==> config.mk <==
export PLATFORM = sky130hd
export DESIGN_NAME = ysyx_22040931_fetch_unit
export DESIGN_NICKNAME = d
export VERILOG_FILES = /design/src/rtl/ysyx_22040931_fetch_unit_pkg.sv /design/src/rtl/ysyx_22040931_btb.sv /design/src/rtl/ysyx_22040931_fetch_unit.sv
export SDC_FILE = /design/constraint.sdc
export NUM_CORES = 2
export LEC_CHECK = 0
export BUFFER_PORTS_ARGS = -buffer_cell sky130_fd_sc_hd__buf_2
export CORE_ASPECT_RATIO = 0.8
export CORE_MARGIN = 1.5
export CORE_UTILIZATION = 67
export CTS_CLUSTER_DIAMETER = 50
export DETAILED_ROUTE_END_ITERATION = 10
export GPL_TIMING_DRIVEN = 1
export PLACE_DENSITY = 0.85
export SETUP_SLACK_MARGIN = 0.2
export SYNTH_ARGS = -nofsm -noshare
export SYNTH_HDL_FRONTEND = slang
export SYNTH_SLANG_ARGS = --single-unit
==> constraint.sdc <==
create_clock -name clock -period 88.7 [get_ports clock]
set_input_delay 8.87 -clock clock [delete_from_list [all_inputs] [get_ports clock]]
set_output_delay 8.87 -clock clock [all_outputs]
set_load 0.1 [all_outputs]
==> src/rtl/ysyx_22040931_fetch_unit_pkg.sv <==
// ============================================================================
// ysyx_22040931_fetch_unit_pkg: shared counter encodings and fetch defaults
// Revision: 1.0
// ============================================================================
`default_nettype none

package ysyx_22040931_fetch_unit_pkg;

  typedef enum logic [1:0] {
    CTR_SNT = 2'b00,
    CTR_WNT = 2'b01,
    CTR_WT  = 2'b10,
    CTR_ST  = 2'b11
  } ctr_e;

  localparam logic [31:0] DEFAULT_RESET_PC = 32'h8000_0000;
  localparam int unsigned PC_STEP          = 4;
  localparam int unsigned INST_ALIGN_W     = 2;
  localparam int unsigned FQ_META_W        = 1;
  // Headroom so back-to-back redirects never overflow the drop counter.
  localparam int unsigned DROP_EXTRA_W     = 3;

  function automatic ctr_e ctr_next(input ctr_e c, input logic taken);
    ctr_e n;
    case (c)
      CTR_SNT: n = taken ? CTR_WNT : CTR_SNT;
      CTR_WNT: n = taken ? CTR_WT  : CTR_SNT;
      CTR_WT:  n = taken ? CTR_ST  : CTR_WNT;
      default: n = taken ? CTR_ST  : CTR_WT;
    endcase
    return n;
  endfunction

  function automatic logic ctr_taken(input ctr_e c);
    return (c == CTR_WT) || (c == CTR_ST);
  endfunction

endpackage

`default_nettype wire

==> src/rtl/ysyx_22040931_btb.sv <==
// ============================================================================
// ysyx_22040931_btb: direct-mapped BTB with 2-bit counters, comb lookup port
// Revision: 1.0
// ============================================================================
`default_nettype none

module ysyx_22040931_btb
  import ysyx_22040931_fetch_unit_pkg::*;
#(
  parameter int unsigned PC_W        = 32,
  parameter int unsigned BTB_ENTRIES = 16
) (
  input  logic            clock,
  input  logic            reset,
  input  logic [PC_W-1:0] lookup_pc_i,
  output logic            lookup_taken_o,
  output logic [PC_W-1:0] lookup_tgt_o,
  input  logic            upd_valid_i,
  input  logic [PC_W-1:0] upd_pc_i,
  input  logic            upd_taken_i,
  input  logic [PC_W-1:0] upd_target_i
);

  localparam int unsigned IDX_W = $clog2(BTB_ENTRIES);
  localparam int unsigned TAG_W = PC_W - IDX_W - INST_ALIGN_W;

  logic [BTB_ENTRIES-1:0] valid_q;
  logic [TAG_W-1:0]       tag_q [BTB_ENTRIES];
  logic [PC_W-1:0]        tgt_q [BTB_ENTRIES];
  ctr_e                   ctr_q [BTB_ENTRIES];

  logic [IDX_W-1:0] lk_idx;
  logic [IDX_W-1:0] up_idx;
  logic [TAG_W-1:0] lk_tag;
  logic [TAG_W-1:0] up_tag;
  logic             lk_hit;
  logic             up_hit;
  logic             unused_lsbs;

  assign lk_idx      = lookup_pc_i[IDX_W+INST_ALIGN_W-1:INST_ALIGN_W];
  assign lk_tag      = lookup_pc_i[PC_W-1:IDX_W+INST_ALIGN_W];
  assign up_idx      = upd_pc_i[IDX_W+INST_ALIGN_W-1:INST_ALIGN_W];
  assign up_tag      = upd_pc_i[PC_W-1:IDX_W+INST_ALIGN_W];
  assign unused_lsbs = ^{lookup_pc_i[INST_ALIGN_W-1:0], upd_pc_i[INST_ALIGN_W-1:0]};

  assign lk_hit         = valid_q[lk_idx] && (tag_q[lk_idx] == lk_tag);
  assign up_hit         = valid_q[up_idx] && (tag_q[up_idx] == up_tag);
  assign lookup_taken_o = lk_hit && ctr_taken(ctr_q[lk_idx]);
  assign lookup_tgt_o   = tgt_q[lk_idx];

  // Lookup is combinational off the registered arrays, so a same-cycle update sees old data.
  always_ff @(posedge clock or posedge reset) begin
    if (reset) begin
      valid_q <= '0;
      for (int i = 0; i < int'(BTB_ENTRIES); i++) begin
        tag_q[i] <= '0;
        tgt_q[i] <= '0;
        ctr_q[i] <= CTR_WNT;
      end
    end else if (upd_valid_i) begin
      if (up_hit) begin
        ctr_q[up_idx] <= ctr_next(ctr_q[up_idx], upd_taken_i);
        if (upd_taken_i) begin
          tgt_q[up_idx] <= upd_target_i;
        end
      end else begin
        valid_q[up_idx] <= 1'b1;
        tag_q[up_idx]   <= up_tag;
        tgt_q[up_idx]   <= upd_target_i;
        ctr_q[up_idx]   <= upd_taken_i ? CTR_WT : CTR_WNT;
      end
    end
  end

endmodule

`default_nettype wire

==> src/rtl/ysyx_22040931_fetch_unit.sv <==
// ============================================================================
// ysyx_22040931_fetch_unit: PC gen, BTB prediction, imem issue and fetch queue
// Revision: 1.0
// ============================================================================
`default_nettype none

module ysyx_22040931_fetch_unit
  import ysyx_22040931_fetch_unit_pkg::*;
#(
  parameter int unsigned     PC_W        = 32,
  parameter int unsigned     INST_W      = 32,
  parameter int unsigned     BTB_ENTRIES = 16,
  parameter int unsigned     FQ_DEPTH    = 4,
  parameter logic [PC_W-1:0] RESET_PC    = PC_W'(DEFAULT_RESET_PC)
) (
  input  logic              clock,
  input  logic              reset,
  input  logic              stall,
  input  logic              redirect,
  input  logic [PC_W-1:0]   redirect_pc,
  input  logic              upd_valid,
  input  logic [PC_W-1:0]   upd_pc,
  input  logic              upd_taken,
  input  logic [PC_W-1:0]   upd_target,
  output logic              imem_req_valid,
  input  logic              imem_req_ready,
  output logic [PC_W-1:0]   imem_req_addr,
  input  logic              imem_rsp_valid,
  input  logic [INST_W-1:0] imem_rsp_data,
  output logic              out_valid,
  input  logic              out_ready,
  output logic [PC_W-1:0]   out_pc,
  output logic [INST_W-1:0] out_inst,
  output logic              out_pred_taken,
  output logic [PC_W-1:0]   out_pred_tgt
);

  localparam int unsigned PTR_W  = $clog2(FQ_DEPTH);
  localparam int unsigned CNT_W  = PTR_W + 1;
  localparam int unsigned DROP_W = CNT_W + DROP_EXTRA_W;

  logic [PC_W-1:0]   pc_q, pc_d;
  logic [PTR_W-1:0]  head_q, head_d, fill_q, fill_d, tail_q, tail_d;
  logic [CNT_W-1:0]  count_q, count_d, outst_q, outst_d;
  logic [DROP_W-1:0] drop_q, drop_d;

  logic [PC_W-1:0]      fq_pc_q   [FQ_DEPTH];
  logic [PC_W-1:0]      fq_tgt_q  [FQ_DEPTH];
  logic [INST_W-1:0]    fq_inst_q [FQ_DEPTH];
  logic [FQ_DEPTH-1:0]  fq_pred_q;
  logic [FQ_DEPTH-1:0]  fq_dv_q;

  logic            pred_taken;
  logic [PC_W-1:0] pred_tgt;
  logic [PC_W-1:0] next_pc;
  logic            push, pop, fill, rsp_drop, rsp_consumed;

  ysyx_22040931_btb #(
    .PC_W        (PC_W),
    .BTB_ENTRIES (BTB_ENTRIES)
  ) u_btb (
    .clock          (clock),
    .reset          (reset),
    .lookup_pc_i    (pc_q),
    .lookup_taken_o (pred_taken),
    .lookup_tgt_o   (pred_tgt),
    .upd_valid_i    (upd_valid),
    .upd_pc_i       (upd_pc),
    .upd_taken_i    (upd_taken),
    .upd_target_i   (upd_target)
  );

  assign next_pc        = pred_taken ? pred_tgt : pc_q + PC_W'(PC_STEP);
  assign imem_req_valid = !reset && !stall && !redirect && (count_q < CNT_W'(FQ_DEPTH));
  assign imem_req_addr  = pc_q;

  assign push         = imem_req_valid && imem_req_ready;
  assign rsp_drop     = imem_rsp_valid && (drop_q != '0);
  assign fill         = imem_rsp_valid && (drop_q == '0) && (outst_q != '0);
  assign rsp_consumed = imem_rsp_valid && ((drop_q != '0) || (outst_q != '0));

  assign out_valid      = (count_q != '0) && fq_dv_q[head_q];
  assign pop            = out_valid && out_ready && !redirect;
  assign out_pc         = out_valid ? fq_pc_q[head_q]   : '0;
  assign out_inst       = out_valid ? fq_inst_q[head_q] : '0;
  assign out_pred_taken = out_valid && fq_pred_q[head_q];
  assign out_pred_tgt   = out_valid ? fq_tgt_q[head_q]  : '0;

  always_comb begin
    pc_d    = pc_q;
    head_d  = head_q;
    fill_d  = fill_q;
    tail_d  = tail_q;
    count_d = count_q;
    outst_d = outst_q;
    drop_d  = drop_q;
    if (redirect) begin
      // Everything still in flight, minus a response retiring this cycle, becomes stale.
      pc_d    = redirect_pc;
      head_d  = '0;
      fill_d  = '0;
      tail_d  = '0;
      count_d = '0;
      outst_d = '0;
      drop_d  = drop_q + DROP_W'(outst_q) - DROP_W'(rsp_consumed);
    end else begin
      if (push) begin
        pc_d   = next_pc;
        tail_d = tail_q + PTR_W'(1);
      end
      if (pop) begin
        head_d = head_q + PTR_W'(1);
      end
      if (fill) begin
        fill_d = fill_q + PTR_W'(1);
      end
      if (rsp_drop) begin
        drop_d = drop_q - DROP_W'(1);
      end
      count_d = count_q + CNT_W'(push) - CNT_W'(pop);
      outst_d = outst_q + CNT_W'(push) - CNT_W'(fill);
    end
  end

  always_ff @(posedge clock or posedge reset) begin
    if (reset) begin
      pc_q    <= RESET_PC;
      head_q  <= '0;
      fill_q  <= '0;
      tail_q  <= '0;
      count_q <= '0;
      outst_q <= '0;
      drop_q  <= '0;
    end else begin
      pc_q    <= pc_d;
      head_q  <= head_d;
      fill_q  <= fill_d;
      tail_q  <= tail_d;
      count_q <= count_d;
      outst_q <= outst_d;
      drop_q  <= drop_d;
    end
  end

  always_ff @(posedge clock or posedge reset) begin
    if (reset) begin
      fq_pred_q <= '0;
      fq_dv_q   <= '0;
      for (int i = 0; i < int'(FQ_DEPTH); i++) begin
        fq_pc_q[i]   <= '0;
        fq_tgt_q[i]  <= '0;
        fq_inst_q[i] <= '0;
      end
    end else if (redirect) begin
      fq_dv_q <= '0;
    end else begin
      if (push) begin
        fq_pc_q[tail_q]   <= pc_q;
        fq_pred_q[tail_q] <= pred_taken;
        fq_tgt_q[tail_q]  <= next_pc;
        fq_dv_q[tail_q]   <= 1'b0;
      end
      if (fill) begin
        fq_inst_q[fill_q] <= imem_rsp_data;
        fq_dv_q[fill_q]   <= 1'b1;
      end
      if (pop) begin
        fq_dv_q[head_q] <= 1'b0;
      end
    end
  end

endmodule

`default_nettype wire
# --- After elaboration in Yosys (flattened, before gate mapping) ---
# Cells that the tools add are included.
totals:
  wordCells: 250
  ff_bits: 1418
  output_inout_bits: 131
classes:
  n_bitwise: 13
  mux: 91
  reduce_logical: 40
  eq_ne: 7
  addsub: 11
  order_cmp: 18
op_table:
  columns: ["op", "n"]
  rows:
  - ["2-to-1 mux 512 bit", 2]
  - ["2-to-1 mux 32 bit", 18]
  - ["bitwise mux 512 bit", 1]
  - ["bitwise mux 416 bit", 1]
  - ["bitwise mux 128 bit", 3]
  - ["binary-select mux 26 bit (select 4 bit)", 2]
  - ["binary-select mux 32 bit (select 2 bit)", 3]
  - ["2-to-1 mux 26 bit", 5]
  - ["binary-select mux 32 bit (select 4 bit)", 1]
  - ["demux 32 bit (select 2 bit)", 2]
  - ["demux 32 bit (select 4 bit)", 1]
  - ["demux 26 bit (select 4 bit)", 1]
  - ["bitwise mux 32 bit", 2]
  - ["equality test 26 bit", 2]
  - ["adder 32 x 3 -> 32 bit, second input constant", 1]
  - ["2-to-1 mux 2 bit", 16]
  - ["2-to-1 mux 4 bit", 6]
  - ["logical AND 1 bit", 22]
  - ["binary-select mux 2 bit (select 4 bit)", 2]
  - ["OR 16 bit", 1]
  - ["2-to-1 mux 6 bit", 2]
  - [">= comparator 5 bit, second input constant", 2]
  - ["less-than comparator 4 x 5 -> 1 bit, second input constant", 2]
  - ["2-to-1 mux 1 bit", 10]
  - ["other kinds (38)", 72]

# --- Logic depth before layout (Yosys ltp) ---
logic_depth:
  ltp_word: 14
  ltp_mapped: 17
  ltp_nobuf: 16

# --- By module ---
# From an unflattened synthesis, not the netlist that was laid out.
unflattened:
  hier_cells: 5045
  hier_area_um2: 69885.8
by_module_without_submodules:
  columns: ["module", "seq_area_each_um2", "area_each_um2", "cells_per_inst", "instances"]
  rows:
  - ["ysyx_22040931_btb", 24443.4, 48689.2, 3126, 1]
  - ["ysyx_22040931_fetch_unit", 11061.9, 21196.6, 1919, 1]

# --- Least setup slack after synthesis ---
# No wires, ideal clock.
synth_timing:
  path_kind: "input-to-output"
  start: "input port redirect"
  end: "output port imem_req_valid"
  arrival_time_ps: 11873
  n_path_buf: 0
  path_stages: 1
  slack_ps: 67957
  cell_sequence: "nor4_1"
synth_via:
  elab_chain_cells: 3
synth_rtl:
  columns: ["item", "line", "source"]
  rows:
  - ["start: declaration", "ysyx_22040931_fetch_unit.sv:19", "input logic redirect,"]
  - ["zero test 1 bit", "ysyx_22040931_fetch_unit.sv:74", "assign imem_req_valid = !reset && !stall && !redirect && (count_q < CNT_W'(FQ_DEPTH));"]
  - ["logical AND 1 bit (2 in series)", "ysyx_22040931_fetch_unit.sv:74", null]
  - ["end: declaration", "ysyx_22040931_fetch_unit.sv:25", "output logic imem_req_valid,"]
# Every way passes these cells.

# --- Worst setup path in the final report ---
# Same ends and word-level chain as after synthesis.

==> flow_summary.toml <==
[run_status]
status = "finished, final reports clean"

[clock_network]
h-tree-depth = 4
cts-hold-fix-buffers = 0
numCtsBuffers = 141
clkSinkCount = 1418
clock_latency_ns = 0.80
cts_resized = 0
cts_setup_buffers = 0
cts_tree = "done"
clock_path_buffers = 3
clk_pin_slew_ns = 0.06
cts_root_buf = "clkbuf_16"

[timing]
hold_viol = 0
fmax_mhz = 52.4
finalCritPeriodShare = 0.215
slew_violations = 0
rsz0062_at_grt = "no"
slew_headroom = 0.0592
tns_ns = 0
worstMarginPinSlew_ns = 1.40
finClkSkew_ns = 0.0498
setup_viol = 0
finalCriticalPeriod_ns = 19.09

[die]
rows = 106
start_util = 0.678
die_h_um = 294
fp.dieW_um = 367
coreArea_sq_mm = 0.105
die_area_sq_mm = 0.108
ios = 268

[detailed_routing]
antenna_left = 0
viasPerCell = 7.03
drc = 0
vias = 46000
wl_um = 197000
routedWlPerCell_um = 30.1
first_pass_iters = 7
drt_iter0_drc = 5432

[grt]
grt_use_met3 = 0.131
overflow = 0
met2_usage = 0.546
grt_pass1_vias = 47200
grt_use_met1 = 0.506
grt_usage = 0.371
grt_max_degree = 196
grt_pass1_wl_um = 299000
busiest_layer = "met2"
antenna_found_initial = 24

[logic_synthesis]
seq_area_frac_synth = 0.500
yosys.area.top_type = "dfrtp_1"
synth_common_cells = "dfrtp_1 (1401), mux2_2 (1177), mux4_2 (454)"
yosysMostFrequentCell = "dfrtp_1"
synth_ff_type = "dfrtp_1"
synth_area_sq_mm = 0.0711
synth_cell_type_count = 85
synth-edff-count = 0
synth_seq_cells = 1418
async_flop_share = 1.00
synth_top_area_share = 0.493
synth_cells = 4933
ys_top_cells_by_area = "dfrtp_1 (49%), mux2_2 (19%), mux4_2 (14%)"
postSynthAreaPerCell_sq_um = 14.4
syn_nets = 5101
yosys_warnings = 0

[worst_setup_path]
critPathSlowestCell = "buf_2"
critical_path.max_stage_delay_ns = 0.49
crit_type = "in2out"
crit_fanout = 77
path_cells = "buf_2, buf_4, nor4_1, buf_2"
cp_data_required_time_ns = 79.83
critPathCaptureType = "output pin"
critPathLaunchType = "input pin"
path_common_cell = "buf_2"
critPathBufInv = 3
cp_data_arrival_time_ns = 10.22
crit_family = "buffers and inverters"

[hold_path]
hold_path_class = "reg2reg"

[pwr]
vdd_drop_max_uv = 19.0
power.total_mw = 1.91
powerDensity_mw_per_mm2 = 24.6
leakage_nw = 34.2

[place]
placed_cell_area_sq_mm = 0.0729
routabilityCongestion = 0.981
placed_cells = 6275
dp_hpwl_um = 123000
numPortBuffers = 265

[flow_run]
drv_cap = 0

[finish]
final_layout_size_suffix_gt1_frac = 0.449
syn_to_final_growth_pct = 9.25
nets = 5182
final_cell_area_sq_mm = 0.0776
postLayoutCoreUtil = 0.741
final_cell_count_no_fill = 6547
-- layout by cell type, fill, tap and decap left out, drive strengths merged, types with 37 or more instances in the layout --
| cell | instances |
|---|---|
| o21ai | 100 |
| mux4 | 454 |
| mux2i | 136 |
| nor2b | 113 |
| nand2 | 261 |
| clkinv | 37 |
| nor2 | 86 |
| inv | 79 |
| dfrtp | 1401 |
| a21oi | 57 |
| xnor2 | 67 |
| o221ai | 49 |
| mux2 | 1267 |
| clkbuf | 207 |
| a22oi | 39 |
| buf | 358 |
-- registers in the layout (all words and copies together), names as in the netlist --
name / cells
head_q: 2
u_btb.valid_q: 16
imem_req_addr: 32
fq_dv_q: 4
fq_tgt_q: 128
outst_q: 3
u_btb.ctr_q: 32
fq_inst_q: 128
count_q: 3
fq_pred_q: 4
fq_pc_q: 128
drop_q: 6
u_btb.tag_q: 416
fill_q: 2
tail_q: 2
u_btb.tgt_q: 512
-- per-stage QoR --
stage	hold slack, ns	worst slack, ns
after floorplan	0.445	39.87
after global placement	0.456	69.63
after detailed placement	0.465	69.59
after CTS	0.475	69.59
after global routing	0.484	69.52
final	0.477	69.61
-- metal layers --
layer / routed length, um / up-vias / part of all wire
met5: 135 / - / 0.00069
met3: 24000 / 544 / 0.12
met1: 75700 / 24200 / 0.38
met2: 89000 / 2532 / 0.45
li1: - / 18700 / -
met4: 8220 / 22 / 0.042
-- logic make-up after synthesis --
group	after synthesis	share of synthesized area
multiplexers	1857	0.364
flip-flops	1418	0.500
AND/OR/NAND/NOR	621	0.0433
buffers and inverters	496	0.0351
AO/OA/AOI/OAI	424	0.0417
XOR/XNOR	86	0.0106
adder cells (fa/ha/maj)	31	0.00578
-- final cells by class --
| type | count | area, sq um |
|---|---|---|
| antenna | 15 | 37.5 |
| clock buffer | 206 | 4150 |
| clock inverter | 51 | 578 |
| fill | 6260 | 27100 |
| inverter | 75 | 292 |
| multi-input combinational | 3019 | 33200 |
| sequential | 1418 | 35500 |
| tap | 1404 | 1760 |
| timing repair buffer | 359 | 2100 |
-- path summary, 6_finish.rpt --
kind	from	end	slack, ns	cells after the start
worst min-delay path	fq_pc_q[30]	fq_pc_q[30]	0.48	2
worst min register to register	fq_pc_q[30]	fq_pc_q[30]	0.48	2
max in group asynchronous	reset	u_btb.tag_q[238]	77.04	5
min in group asynchronous	reset	fq_inst_q[97]	8.27	2
worst max-delay path	redirect	imem_req_valid	69.61	4
worst max register to register	imem_req_addr[3]	imem_req_addr[4]	82.11	13
-- tightest hold or removal path, stage by stage (launching register included) --
cell	delay (ns)
dfrtp_1	0.34
nand2_1	0.04
o21ai_0	0.06
-- power by group --
| group | total (mW) | switching [mW] | internal [mW] |
|---|---|---|---|
| clock network | 0.610 | 0.261 | 0.348 |
| logic | 0.447 | 0.221 | 0.226 |
| registers | 0.856 | 0.0854 | 0.771 |
Note: power is estimated with default switching activity, not from simulation.
